--- src/rtl/load_store_unit.sv ---
// Memory stage behind the integer ALU: one data-bus transaction per accepted
// request, with store lane steering, load extraction and fault detection.
module load_store_unit #(
  parameter int unsigned XLEN = 32
) (
  input  logic            clk,
  input  logic            rst,
  input  logic            req_valid,
  output logic            req_ready,
  input  logic            req_load,
  input  logic            req_store,
  input  logic [2:0]      req_funct3,
  input  logic [XLEN-1:0] req_addr,
  input  logic [XLEN-1:0] req_wdata,
  input  logic [4:0]      req_rd,
  output logic            bus_valid,
  input  logic            bus_ready,
  output logic            bus_we,
  output logic [XLEN-1:0] bus_addr,
  output logic [XLEN-1:0] bus_wdata,
  output logic [3:0]      bus_strb,
  input  logic            bus_rvalid,
  input  logic [XLEN-1:0] bus_rdata,
  output logic            wb_valid,
  output logic [4:0]      wb_rd,
  output logic [XLEN-1:0] wb_data,
  output logic            st_done,
  output logic            fault,
  output logic [1:0]      fault_cause
);

  typedef enum logic [1:0] {
    IDLE,
    REQ,
    WAIT,
    RESP
  } state_t;

  state_t          state;
  logic [2:0]      f3_q;
  logic [1:0]      off_q;
  logic [4:0]      rd_q;
  logic            is_load_q;

  logic            illegal;
  logic            misaligned;
  logic [1:0]      size;
  logic [1:0]      off;
  logic [3:0]      strb_n;
  logic [XLEN-1:0] wdata_n;
  logic [XLEN-1:0] shifted;
  logic [XLEN-1:0] load_ext;

  // Request decode: legality, alignment and store lane steering.
  always_comb begin
    size       = req_funct3[1:0];
    off        = req_addr[1:0];
    illegal    = 1'b0;
    misaligned = 1'b0;
    strb_n     = '0;
    wdata_n    = '0;

    if (req_load == req_store) begin
      illegal = 1'b1;
    end else if (req_load) begin
      illegal = (req_funct3 == 3'b011) || (req_funct3[2:1] == 2'b11);
    end else begin
      illegal = req_funct3[2] || (req_funct3[1:0] == 2'b11);
    end

    misaligned = ((size == 2'b01) && off[0]) ||
                 ((size == 2'b10) && (off != 2'b00));

    if (req_store) begin
      case (size)
        2'b00: begin
          strb_n  = 4'b0001 << off;
          wdata_n = {4{req_wdata[7:0]}};
        end
        2'b01: begin
          strb_n  = 4'b0011 << off;
          wdata_n = {2{req_wdata[15:0]}};
        end
        default: begin
          strb_n  = 4'b1111;
          wdata_n = req_wdata;
        end
      endcase
    end
  end

  // Load extraction from the returned word using the registered offset/size.
  always_comb begin
    shifted  = bus_rdata >> {off_q, 3'b000};
    load_ext = shifted;
    case (f3_q)
      3'b000:  load_ext = {{(XLEN-8){shifted[7]}}, shifted[7:0]};
      3'b001:  load_ext = {{(XLEN-16){shifted[15]}}, shifted[15:0]};
      3'b100:  load_ext = {{(XLEN-8){1'b0}}, shifted[7:0]};
      3'b101:  load_ext = {{(XLEN-16){1'b0}}, shifted[15:0]};
      default: load_ext = shifted;
    endcase
  end

  always_ff @(posedge clk or posedge rst) begin
    if (rst) begin
      state       <= IDLE;
      f3_q        <= '0;
      off_q       <= '0;
      rd_q        <= '0;
      is_load_q   <= 1'b0;
      req_ready   <= 1'b1;
      bus_valid   <= 1'b0;
      bus_we      <= 1'b0;
      bus_addr    <= '0;
      bus_wdata   <= '0;
      bus_strb    <= '0;
      wb_valid    <= 1'b0;
      wb_rd       <= '0;
      wb_data     <= '0;
      st_done     <= 1'b0;
      fault       <= 1'b0;
      fault_cause <= '0;
    end else begin
      fault       <= 1'b0;
      fault_cause <= '0;
      st_done     <= 1'b0;
      wb_valid    <= 1'b0;

      case (state)
        IDLE: begin
          if (req_valid) begin
            f3_q      <= req_funct3;
            off_q     <= req_addr[1:0];
            rd_q      <= req_rd;
            is_load_q <= req_load;
            if (illegal) begin
              fault       <= 1'b1;
              fault_cause <= 2'b10;
            end else if (misaligned) begin
              fault       <= 1'b1;
              fault_cause <= 2'b01;
            end else begin
              state     <= REQ;
              req_ready <= 1'b0;
              bus_valid <= 1'b1;
              bus_we    <= req_store;
              bus_addr  <= {req_addr[XLEN-1:2], 2'b00};
              bus_wdata <= wdata_n;
              bus_strb  <= strb_n;
            end
          end
        end

        REQ: begin
          if (bus_ready) begin
            bus_valid <= 1'b0;
            if (is_load_q) begin
              state <= WAIT;
            end else begin
              state     <= IDLE;
              st_done   <= 1'b1;
              req_ready <= 1'b1;
            end
          end
        end

        WAIT: begin
          if (bus_rvalid) begin
            wb_data  <= load_ext;
            wb_rd    <= rd_q;
            wb_valid <= 1'b1;
            state    <= RESP;
          end
        end

        RESP: begin
          state     <= IDLE;
          req_ready <= 1'b1;
        end

        default: begin
          state     <= IDLE;
          req_ready <= 1'b1;
          bus_valid <= 1'b0;
        end
      endcase
    end
  end

endmodule

--- config.mk ---
export PLATFORM = sky130hd
export DESIGN_NAME = load_store_unit
export DESIGN_NICKNAME = d
export VERILOG_FILES = /design/src/rtl/load_store_unit.sv
export SDC_FILE = /design/constraint.sdc
export NUM_CORES = 1
export LEC_CHECK = 0
export CAP_MARGIN = 20
export CORE_ASPECT_RATIO = 1.4
export CORE_MARGIN = 2
export CORE_UTILIZATION = 44
export CTS_CLUSTER_SIZE = 24
export DETAILED_ROUTE_END_ITERATION = 8
export PLACE_DENSITY_LB_ADDON = 0.3
export REMOVE_ABC_BUFFERS = 1
export SLEW_MARGIN = 15
export SYNTH_ARGS = -nofsm -noshare
export SYNTH_HDL_FRONTEND = slang
export SYNTH_SLANG_ARGS = --single-unit
--- constraint.sdc ---
create_clock -name clk -period 5.79 [get_ports clk]
set_input_delay 1.158 -clock clk [delete_from_list [all_inputs] [get_ports clk]]
set_output_delay 1.158 -clock clk [all_outputs]
set_load 0.02 [all_outputs]
==> results of run 1 <==
## metal layers
| metal | vias to the layer above | share of wire (%) | global-route usage (%) |
|---|---|---|---|
| met5 | - | 0 | 0 |
| met4 | 0 | 3.7 | 10.7 |
| met3 | 40 | 8.3 | 8.78 |
| met2 | 203 | 50 | 38.3 |
| met1 | 2370 | 38 | 26.0 |
| li1 | 2298 | - | - |
## kinds of logic after synthesis
group,count (synthesis)
AOI/OAI and AO/OA,83
xor gates and xnor gates,1
buffers and inverters,62
muxes,109
and+or+nand+nor,171
DFF,124
other,1
## registers in the layout, summed over array words and instances, names as in the netlist, named ones only
register	cells
rd_q	5
bus_valid	1
state	1
fault_cause	2
req_ready	1
bus_strb	4
bus_wdata	32
wb_data	32
bus_we	1
bus_addr	30
st_done	1
wb_valid	1
fault	1
f3_q	3
is_load_q	1
off_q	2
wb_rd	5
## cell usage after synthesis, types with 2 or more instances
library cell                 n
sky130_fd_sc_hd__nor2b_1    11
sky130_fd_sc_hd__buf_4       2
sky130_fd_sc_hd__inv_1      25
sky130_fd_sc_hd__mux2_1      4
sky130_fd_sc_hd__nand3b_1    4
sky130_fd_sc_hd__clkbuf_1   20
sky130_fd_sc_hd__nand3_1    15
sky130_fd_sc_hd__dfrtp_1   123
sky130_fd_sc_hd__buf_1       3
sky130_fd_sc_hd__o21ai_0    39
sky130_fd_sc_hd__mux2_2     52
sky130_fd_sc_hd__nor2_1     30
sky130_fd_sc_hd__a221o_1     8
sky130_fd_sc_hd__mux2i_1    52
sky130_fd_sc_hd__and2_1      8
sky130_fd_sc_hd__a21oi_1    18
sky130_fd_sc_hd__buf_2      11
sky130_fd_sc_hd__nand2b_1    2
sky130_fd_sc_hd__nand2_1    96
sky130_fd_sc_hd__a21boi_0    9
## metrics by stage
step | instances | utilization [%] | hold WS [ns] | instance area (sq um)
2_1_floorplan | 515 | - | 0.420 | 5650
3_3_place_gp | 896 | 63.1 | 0.442 | 8120
3_5_place_dp | 897 | 63.2 | 0.440 | 8140
4_1_cts | 929 | 67.9 | 0.447 | 8750
5_1_grt | 929 | 67.9 | 0.473 | 8750
6_report | 929 | 67.9 | 0.448 | 8750
## how the worst max path moves through the flow
stage | from | endpoint | slack, ns | cells past startpoint
finish | req_funct3[0] | bus_addr[15] | 2.33 | 7
global placement | req_funct3[0] | bus_addr[31] | 1.98 | 7
detailed placement | req_funct3[0] | bus_addr[15] | 1.91 | 7
CTS | req_funct3[0] | bus_addr[9] | 2.36 | 7
floorplan | req_funct3[1] | bus_addr[10] | 0.57 | 4
global route | req_funct3[0] | bus_addr[9] | 2.20 | 7
## power by group through the flow
stage,combinational (uW),clock (uW),sequential (uW)
finish,2130,1090,1560
global route,2280,1150,1610
CTS,2150,1110,1560
detailed placement,2140,0,1560
floorplan,631,0,1990
global placement,2100,0,1540
## worst register-to-register path, cell delays in order, from the launching register on
cell and delay (ns):
sky130_fd_sc_hd__dfrtp_1 0.43, sky130_fd_sc_hd__nor2_1 0.16, sky130_fd_sc_hd__nand2_1 0.34, sky130_fd_sc_hd__a211oi_4 0.27, sky130_fd_sc_hd__buf_4 0.78, sky130_fd_sc_hd__mux2_2 0.46
## final cells by class
cell class,count,share of cell area [%]
Timing Repair Buffer,229,26.1
Sequential cell,124,35.5
Multi-Input combinational cell,366,28.2
Clock buffer,19,5.06
Tap cell,153,2.19
Inverter,25,1.10
Clock inverter,13,1.89
## cell usage in the layout (no fill, tap or decap), types with 2 or more instances in the layout
master / netlist / layout
sky130_fd_sc_hd__mux2_2: 52 / 52
sky130_fd_sc_hd__conb_1: 1 / 2
sky130_fd_sc_hd__buf_4: 2 / 7
sky130_fd_sc_hd__clkinvlp_4: 0 / 4
sky130_fd_sc_hd__nand3b_1: 4 / 4
sky130_fd_sc_hd__nand2_1: 96 / 96
sky130_fd_sc_hd__clkdlybuf4s50_1: 0 / 221
sky130_fd_sc_hd__clkinv_4: 0 / 2
sky130_fd_sc_hd__a221o_1: 8 / 8
sky130_fd_sc_hd__dfrtp_1: 123 / 123
sky130_fd_sc_hd__mux2_1: 4 / 4
sky130_fd_sc_hd__o21ai_0: 39 / 39
sky130_fd_sc_hd__bufinv_16: 0 / 3
sky130_fd_sc_hd__inv_6: 0 / 2
sky130_fd_sc_hd__a21oi_1: 18 / 18
sky130_fd_sc_hd__mux2i_1: 52 / 52
sky130_fd_sc_hd__a21boi_0: 9 / 9
sky130_fd_sc_hd__nand3_1: 15 / 15
sky130_fd_sc_hd__nor2b_1: 11 / 11
sky130_fd_sc_hd__clkbuf_16: 0 / 17
sky130_fd_sc_hd__and2_1: 8 / 8
sky130_fd_sc_hd__inv_1: 25 / 24
sky130_fd_sc_hd__nor2_1: 30 / 30
sky130_fd_sc_hd__clkinv_2: 0 / 2
sky130_fd_sc_hd__nand2b_1: 2 / 2
==> results.txt, run 1 <==
- Status: completed
- For this run, the detailed router's first-pass iteration total came to 6.
- Register bit total from synthesis: 124
- Clock-pin slew on the worst setup and hold paths: 0.06 ns
- Flop pwr share: 32.6%
* Worst-case hold path end point: st_done
- Global routing used 23.1% of the available tracks.
- Combinational power share: 44.6%
- Initial drt markers: 145
- Before CTS, the worst setup slack after placement is 1.91 ns.
- Post-synthesis area per instance: 10.6 sq um
- Once the clock tree was built, the resizer swapped 0 gates to a different size.
- In this run the static leakage power is 0.00383 uW.
* Slew @ Worst Pin: 0.967 ns
* Post-synthesis adder-cell area fraction: 0%
- Post-CTS Repair Setup Buffers: 0
* Tot Pwr: 4770 uW
* Footprint of the multi-input gates: 0.00246 sq mm
- At the end of routability-driven placement, the weighted congestion stood at 0.887.
* IR drop worst, VDD: 0.306 mV
* Drc violations: 0
* Number of vias in the routed layout: 4911
* Relative contribution of the clock network to total power: 22.8%
- Sum of net half-perimeters after detailed placement: 11.7 mm
* Achievable frequency: 289 MHz
* Setup TNS after final layout: 0 ns
- The number of pins with negative max-slew slack in the final report is 0.
* Register-to-register setup slack: 3.23 ns
* Path category of the worst min-delay check: reg2reg
- The worst path meets setup with 2.33 ns of slack.
- In this run, post-CTS hold repair placed 0 buffers.
* Cell type with the largest total area after synthesis: sky130_fd_sc_hd__dfrtp_1
* Switching Power: 1750 uW
- In this run, distinct cell masters in the synthesized netlist total 39.
- Post-layout minimum cycle time: 3.46 ns
* TritonCTS clock tree: built
- In this run the cell area of the synthesized design comes to 0.00582 sq mm.
- Setup violations remaining at the end of the flow were counted as 0.
* Height of the chip: 140 um
- The repair_antennas step left the layout with diodes totalling 0.
* Power density cells: 546 mW/mm^2
- Count of max-cap constraint violations: 0
- The detail route stage leaves a number of antenna-violating nets equal to 0.
- Number of flops mapped to enable cells by yosys: 0
* Critical path arrival: 3.75 ns
- The most used flip-flop cell after synthesis is sky130_fd_sc_hd__dfrtp_1.
- CTS Buf Count: 17
* Worst min-delay path startpoint: is_load_q
* Routed via count divided by cell count: 5.29
* Count of nets after finishing: 874
* Gate Count Post-Synth: 551
- Root Buffer: sky130_fd_sc_hd__clkbuf_16
- Starting Density: 45.2%
- Area of the core: 0.0129 sq mm
* Number of warning messages in the yosys log: 0
- The sequential cells in the finished layout cover a total of 0.00310 sq mm.
- Worst path cell trace: clkdlybuf4s50_1, buf_4, xnor2_1, o21ai_0, a211oi_4, buf_4, mux2_2
* Initial antenna violation count: 0
* Share of layout cells above drive strength 1: 12.5%
- Period utilisation layout: 59.7%
- The die is 101 um wide.
- On the final layout, the worst clock skew is 0.00951 ns.
* Post-synthesis sequential area ratio: 53.4%
- The floorplan step defined a die boundary enclosing 0.0142 sq mm.
- In this design, the critical path's most frequently occurring cell is sky130_fd_sc_hd__buf_4.
* Maximum number of pins on one net before global-route repair: 71
- Fill cells in the final layout number 954.
- Maximum buffer depth of the clock tree: 2
- Number of cells traversed by the worst register-to-register path: 5
- Launch instance of the worst register-to-register path: state[0]
- During placement, the flow inserted port buffers numbering 221.
* Highest fanout seen on the critical path: 70
* Insertion delay to the later sink of the worst-skew pair: 0.41 ns
- Required time at the worst-slack endpoint: 6.08 ns
- Sorting the synthesized cells by area gives the leading types as sky130_fd_sc_hd__dfrtp_1 53%, sky130_fd_sc_hd__mux2_2 10%, sky130_fd_sc_hd__mux2i_1 8.9%.
- The routed design has 16.1 mm of wire.
- The endpoint identified for the worst register-to-register timing path is bus_addr[15].
* CP endpoint kind: flop
* Standard cell with the maximum stage delay on the critical path: sky130_fd_sc_hd__buf_4
- The top cell type by area accounts for 52.9% of the synthesized area.
- Compared with the post-synthesis result, the final layout area differs by 50.4%.
* Area share of and/or/nand/nor cells after synthesis: 13.0%
- The synthesized netlist devotes 8.77% of its cell area to compound gates.
- Wire length of the first global-routing pass: 25.5 mm
* Share of cell area taken by muxes after synthesis: 20.2%
- Critical path buffers and inverters: 3
* Setup repair after global routing missed its margin: no
* Hold Path Depth: 1
- By area, the combinational part of the netlist is dominated by multiplexers.
* Critical path type: in2reg
- The kind of cell with the highest combined delay along the critical path is buffers and inverters.
* Number of global-route vias before repair: 5220
- Type of element launching the critical path: input port
- Internal Power: 3030 uW
- Switching fraction of total power: 36.6%
* GRT Residual Overflow: 0
- CTS Sinks: 124
- Level count of the clock H-tree: 4
- On the worst path, the slowest cell contributes a delay of 0.78 ns.
* Standard-cell rows: 49
* Number of endpoints with negative hold slack in the final report: 0
- Count of boundary I/O pins: 224
* Worst slew margin relative to its limit: 35.5%
* Post-detailed-route wirelength per cell: 17.4 um
- Of all flip-flops after synthesis, the portion carrying an async set or reset was 100%.
* Synthesized-area fraction occupied by xor and xnor cells: 0.151%
No activity file was read; power rests on OpenSTA's default activity.
==> run 2, diff against run 1 <==
==> constraint.sdc (replaced) <==
create_clock -name clk -period 3.24 [get_ports clk]
set_input_delay 0.648 -clock clk [delete_from_list [all_inputs] [get_ports clk]]
set_output_delay 0.648 -clock clk [all_outputs]
set_load 0.02 [all_outputs]
==> run 2 against run 1 <==
Net effect:
- die area is the same
- cell count grew 0.32%
- register-to-register slack lost 2.1 ns
- largest cell class unchanged
==> results.txt, run 2 (synthesized netlist as in run 1, its figures left out) <==
- The flow ran to the end, and the final reports show no timing, DRC or antenna violations.
* Height of the chip: 140 um
- Max-cap violations in this run came to 0.
- After detailed routing, the total wire length is 16.1 mm.
- GRT Residual Overflow: 0
- IR analysis of the VDD net gives a maximum drop of 0.627 mV.
- Setup violations remaining at the end of the flow were counted as 0.
* Final Non-Filler Cells: 932
- The worst register-to-register path has a setup slack of 1.12 ns.
* Insertion delay to the later sink of the worst-skew pair: 0.41 ns
- Die Area: 0.0142 sq mm
* N_diodes: 0
- Highest fanout seen on the critical path: 70
- For this run, the total global-route usage over all layers was measured as 23.1%.
- Initial drt markers: 155
* Starting Density: 45.2%
* Slew @ Worst Pin: 0.882 ns
- In the layout the commonest cells are 221 x sky130_fd_sc_hd__clkdlybuf4s50_1, 123 x sky130_fd_sc_hd__dfrtp_1, 96 x sky130_fd_sc_hd__nand2_1.
- Period utilisation layout: 78.7%
- The number of placed instances, taps included, is 901.
* Critical path arrival: 2.84 ns
- Leak: 0.00386 uW
- Root Buffer: sky130_fd_sc_hd__clkbuf_16
- Gates resized during post-CTS repair numbered 0.
* Number of nets with antenna violations after detailed routing: 0
* Number of fillers in the final layout: 1002
* Synthesis-to-layout area growth: 51.3%
- Path category of the worst min-delay check: reg2reg
- CTS saw 124 sinks.
* GP Congestion: 0.911
- Level count of the clock H-tree: 4
- Wire length of the first global-routing pass: 25.5 mm
* Clock-pin slew on the worst setup and hold paths: 0.06 ns
- TritonCTS built the clock tree.
* Post-detailed-route wirelength per cell: 17.3 um
- Sum of net half-perimeters after detailed placement: 11.8 mm
* Power density cells: 976 mW/mm^2
* Detailed Routing Iterations Pass 1: 4
- STA puts the critical path data required time at 3.53 ns.
- Entering global routing, the biggest net connects 71 pins.
- In the final design database the tool counted 878 nets.
* Number of vias in the routed layout: 4915
- Counting the buffers created by CTS gives 17.
- The die is 101 um wide.
- The number of global-route vias before repair was 5091.
- Setup repair after global routing missed its margin: no
- Post-CTS Repair Setup Buffers: 0
* Critical path type: in2reg
- Routed via count divided by cell count: 5.27
- The number of pins with negative max-slew slack in the final report is 0.
- Registers with the most flip-flops: bus_wdata (32), wb_data (32), bus_addr (30)
- Count of boundary I/O pins: 224
* Hold-fix buffer count after cts: 0
- Drc violations: 0
- Number of endpoints with negative hold slack in the final report: 0
- CP endpoint kind: flop
- Cells with a size suffix above 1 make up 13.0% of the layout.
- Counting along the longest clock path gives a buffer depth of 2.
- Setup TNS after final layout: 0 ns
* IO buf count: 221
* Achievable frequency: 392 MHz
* Worst slew margin relative to its limit: 40.7%
- Skew final: 0.00680 ns
- Counting I/O delays and the setup requirement, the final critical path takes 2.55 ns.
- The total area inside the core boundary comes to 0.0129 sq mm.
- After floorplanning, the core was divided into 49 placement rows.
* Leading cell type in the layout, fill and taps excluded: sky130_fd_sc_hd__clkdlybuf4s50_1
- Type of element launching the critical path: input port
* Initial antenna violation count: 0
run 2: worst max-delay path, cell delays in order:
cell                              delay (ns)
sky130_fd_sc_hd__clkdlybuf4s50_1        0.72
sky130_fd_sc_hd__xnor2_1                0.19
sky130_fd_sc_hd__o21ai_0                0.18
sky130_fd_sc_hd__a211oi_4               0.28
sky130_fd_sc_hd__buf_12                 0.38
sky130_fd_sc_hd__mux2_2                 0.39
run 2: layer usage:
| layer | GRT usage [%] | vias to the layer above | wire length (um) |
|---|---|---|---|
| li1 | - | 2289 | - |
| met1 | 25.7 | 2383 | 6180 |
| met2 | 38.9 | 214 | 7990 |
| met3 | 8.58 | 29 | 1410 |
| met4 | 10.2 | 0 | 514 |
| met5 | 0 | - | 0 |
run 2: final timing paths:
| check | startpoint | endpoint | cells after the start |
|---|---|---|---|
| max in group asynchronous | rst | bus_addr[4] | 3 |
| min in group asynchronous | rst | bus_addr[14] | 2 |
| max reg2reg | off_q[0] | wb_data[23] | 4 |
| min | is_load_q | st_done | 1 |
| max | req_funct3[1] | bus_wdata[16] | 6 |
| min reg2reg | is_load_q | st_done | 1 |
run 2: cell type report:
| type | instances | area, sq um | area share (%) |
|---|---|---|---|
| multi-input cells | 366 | 2460 | 28.0 |
| clock inverters | 14 | 196 | 2.23 |
| well taps | 153 | 191 | 2.17 |
| repair buffers | 233 | 2330 | 26.4 |
| flip-flops and latches | 124 | 3100 | 35.3 |
| inverters | 25 | 96.3 | 1.09 |
| clock buffers | 17 | 425 | 4.83 |
run 2: power by group:
group	leakage [uW]	internal [uW]	switching [uW]	total, uW
Clock	0.000295	1280	688	1970
Combinational	0.00202	1910	1980	3880
Sequential	0.00155	2290	447	2730
Total	0.00386	5480	3110	8590
run 2: per-stage QoR:
| stage | worst slack, ns | area [sq um] | power [uW] | hold slack (ns) | utilization [%] |
|---|---|---|---|---|---|
| after global routing | 0.559 | 8800 | 9070 | 0.491 | 68.4 |
| after global placement | 0.363 | 8180 | 6530 | 0.450 | 63.6 |
| after CTS | 0.721 | 8800 | 8680 | 0.475 | 68.4 |
| after detailed placement | 0.292 | 8180 | 6640 | 0.455 | 63.6 |
| after floorplan | -1.47 | 5650 | 4690 | 0.420 | - |
| final | 0.691 | 8800 | 8590 | 0.465 | 68.4 |
==> run 3, diff against run 2 <==
==> constraint.sdc (replaced) <==
create_clock -name clk -period 2.65 [get_ports clk]
set_input_delay 0.53 -clock clk [delete_from_list [all_inputs] [get_ports clk]]
set_output_delay 0.53 -clock clk [all_outputs]
set_load 0.02 [all_outputs]
==> run 3 against run 2 <==
Net effect:
- setup slack got worse by 0.30 ns
- flip-flop and latch count unchanged
- sequential share of layout area is 0.40 points lower
- utilization increased by 0.79 points
- cell area up 1.2%
- register-to-register slack got worse by 0.62 ns
- non-clock buffer count up 9
==> results.txt, run 3 (synthesized netlist as in run 1, its figures left out) <==
- Die Area: 0.0142 sq mm
- The number of global-route vias before repair was 5227.
- Based on the critical path, the design can be clocked at up to 442 MHz.
* Number of vias in the routed layout: 5019
* Maximum buffer depth of the clock tree: 2
- Headroom to the max-slew limit came out at 40.2%.
- Synthesis-to-layout area growth: 53.1%
- Data on the critical path arrives at its endpoint at 2.55 ns.
- Summing all flip-flop and latch instances after layout gives 0.00310 sq mm.
- Area of all placed cells without fillers: 0.00891 sq mm
- Summed over all cells, the static leakage comes to 0.00392 uW.
- CTS Sinks: 124
- Leaving out fill and tap cells, the most frequent cell in the layout is sky130_fd_sc_hd__clkdlybuf4s50_1.
* Detailed Routing Iterations Pass 1: 4
- GP Congestion: 0.898
- Highest fanout seen on the critical path: 43
* Post-CTS Repair Setup Buffers: 0
* IO buf count: 221
* PostCTS Resize Cnt: 0
- The tool flagged a number of max-cap violations equal to 0.
* Starting Density: 45.2%
- Standard-cell rows: 49
- For this run, design rule violations remaining after detail routing come to 0.
* Initial drt markers: 180
* Combined global-route utilization of all metal layers: 23.9%
- At the pin with the least slew margin, the transition time is 0.891 ns.
* Area of placed instances: 0.00828 sq mm
- For the final database, setup skew stands at 0.00866 ns.
- IR drop worst, VDD: 0.787 mV
- Period utilisation layout: 85.3%
- TritonCTS built the clock tree.
- Initial antenna violation count: 0
- Count of nets after finishing: 887
* Clock-pin slew on the worst setup and hold paths: 0.06 ns
- Summing all multi-input logic gate instances after layout gives 0.00246 sq mm.
- Leaving out filler cells and counting taps, the final layout contains 942.
* Path category of the worst min-delay check: reg2reg
* Area of the core: 0.0129 sq mm
- Registers with the most flip-flops: bus_wdata (32), wb_data (32), bus_addr (30)
* CTS Buf Count: 17
* N_diodes: 0
- Type of element launching the critical path: input port
- Horizontal die dimension: 101 um
- Status: completed
- Post-layout minimum cycle time: 2.26 ns
- Global routing finished with a remaining overflow of 0.
- Data on the critical path is required at its endpoint by 2.94 ns.
* Count of boundary I/O pins: 224
- Tot Pwr: 10600 uW
* Most frequent cells in the layout: 221 x sky130_fd_sc_hd__clkdlybuf4s50_1, 123 x sky130_fd_sc_hd__dfrtp_1, 96 x sky130_fd_sc_hd__nand2_1
- Power density cells: 1190 mW/mm^2
- Share of layout cells above drive strength 1: 14.1%
- Entering global routing, the biggest net connects 44 pins.
- Max Transition Viols Final: 0
- The die is 140 um tall.
* DRT Wirelength: 16.6 mm
- Wire length of the first global-routing pass: 26.3 mm
* Root Buffer: sky130_fd_sc_hd__clkbuf_16
* Critical path type: in2reg
* Final setup violation count: 0
* Insertion delay to the later sink of the worst-skew pair: 0.41 ns
- Hold repair after CTS inserted 0 buffers.
- DP Cell Count: 910
* Sum of net half-perimeters after detailed placement: 12.3 mm
- Along the worst hold path, the cell count comes to 2.
- Routed via count divided by cell count: 5.33
- Post-detailed-route wirelength per cell: 17.6 um
- Setup repair after global routing left no endpoint under its margin.
* Number of fillers in the final layout: 954
- For the worst flop-to-flop path, the logic depth is 4.
- The H-tree was split into 4 levels.
* Number of endpoints with negative hold slack in the final report: 0
- The worst setup path is captured at a flop.
- Number of nets with antenna violations after detailed routing: 0
## run 3: through the flow
stage	TNS, ns	util, %	setup slack [ns]	hold WS, ns
after floorplan	-277.47	-	-1.95	0.420
after global placement	0	64.3	0.0797	0.446
after detailed placement	-0.123	64.3	-0.0143	0.460
after CTS	0	69.2	0.400	0.467
after global routing	0	69.2	0.282	0.482
final	0	69.2	0.389	0.469
## run 3: path summary, 6_finish.rpt
path	start	to	slack, ns
min in group asynchronous	rst	bus_addr[14]	0.50
worst max-delay path	req_funct3[1]	bus_addr[7]	0.39
worst min register to register	wb_rd[3]	wb_rd[3]	0.47
worst min-delay path	wb_rd[3]	wb_rd[3]	0.47
worst max register to register	off_q[0]	wb_data[23]	0.50
max in group asynchronous	rst	rd_q[1]	1.47
## run 3: where the power goes
part	total [uW]	switching (uW)	internal, uW
combinational	4790	2440	2360
clock	2470	868	1600
sequential	3340	548	2790
## run 3: per-layer routing
layer | up-vias | track usage (%) | wire, um
li1 | 2318 | - | -
met1 | 2440 | 26.8 | 6200
met2 | 228 | 41.4 | 8550
met3 | 33 | 8.33 | 1410
met4 | 0 | 8.89 | 430
met5 | - | 0 | 0
## run 3: layout make-up
| class | instances | area share (%) |
|---|---|---|
| flip-flops and latches | 124 | 34.9 |
| well taps | 153 | 2.15 |
| multi-input cells | 366 | 27.7 |
| clock buffers | 18 | 4.93 |
| inverters | 25 | 1.08 |
| clock inverters | 14 | 2.15 |
| repair buffers | 242 | 27.2 |
## run 3: critical path: stages
cell	delay [ns]
sky130_fd_sc_hd__clkdlybuf4s50_1	0.59
sky130_fd_sc_hd__xnor2_1	0.17
sky130_fd_sc_hd__o21ai_0	0.20
sky130_fd_sc_hd__a211oi_4	0.37
sky130_fd_sc_hd__buf_12	0.28
sky130_fd_sc_hd__mux2_2	0.37
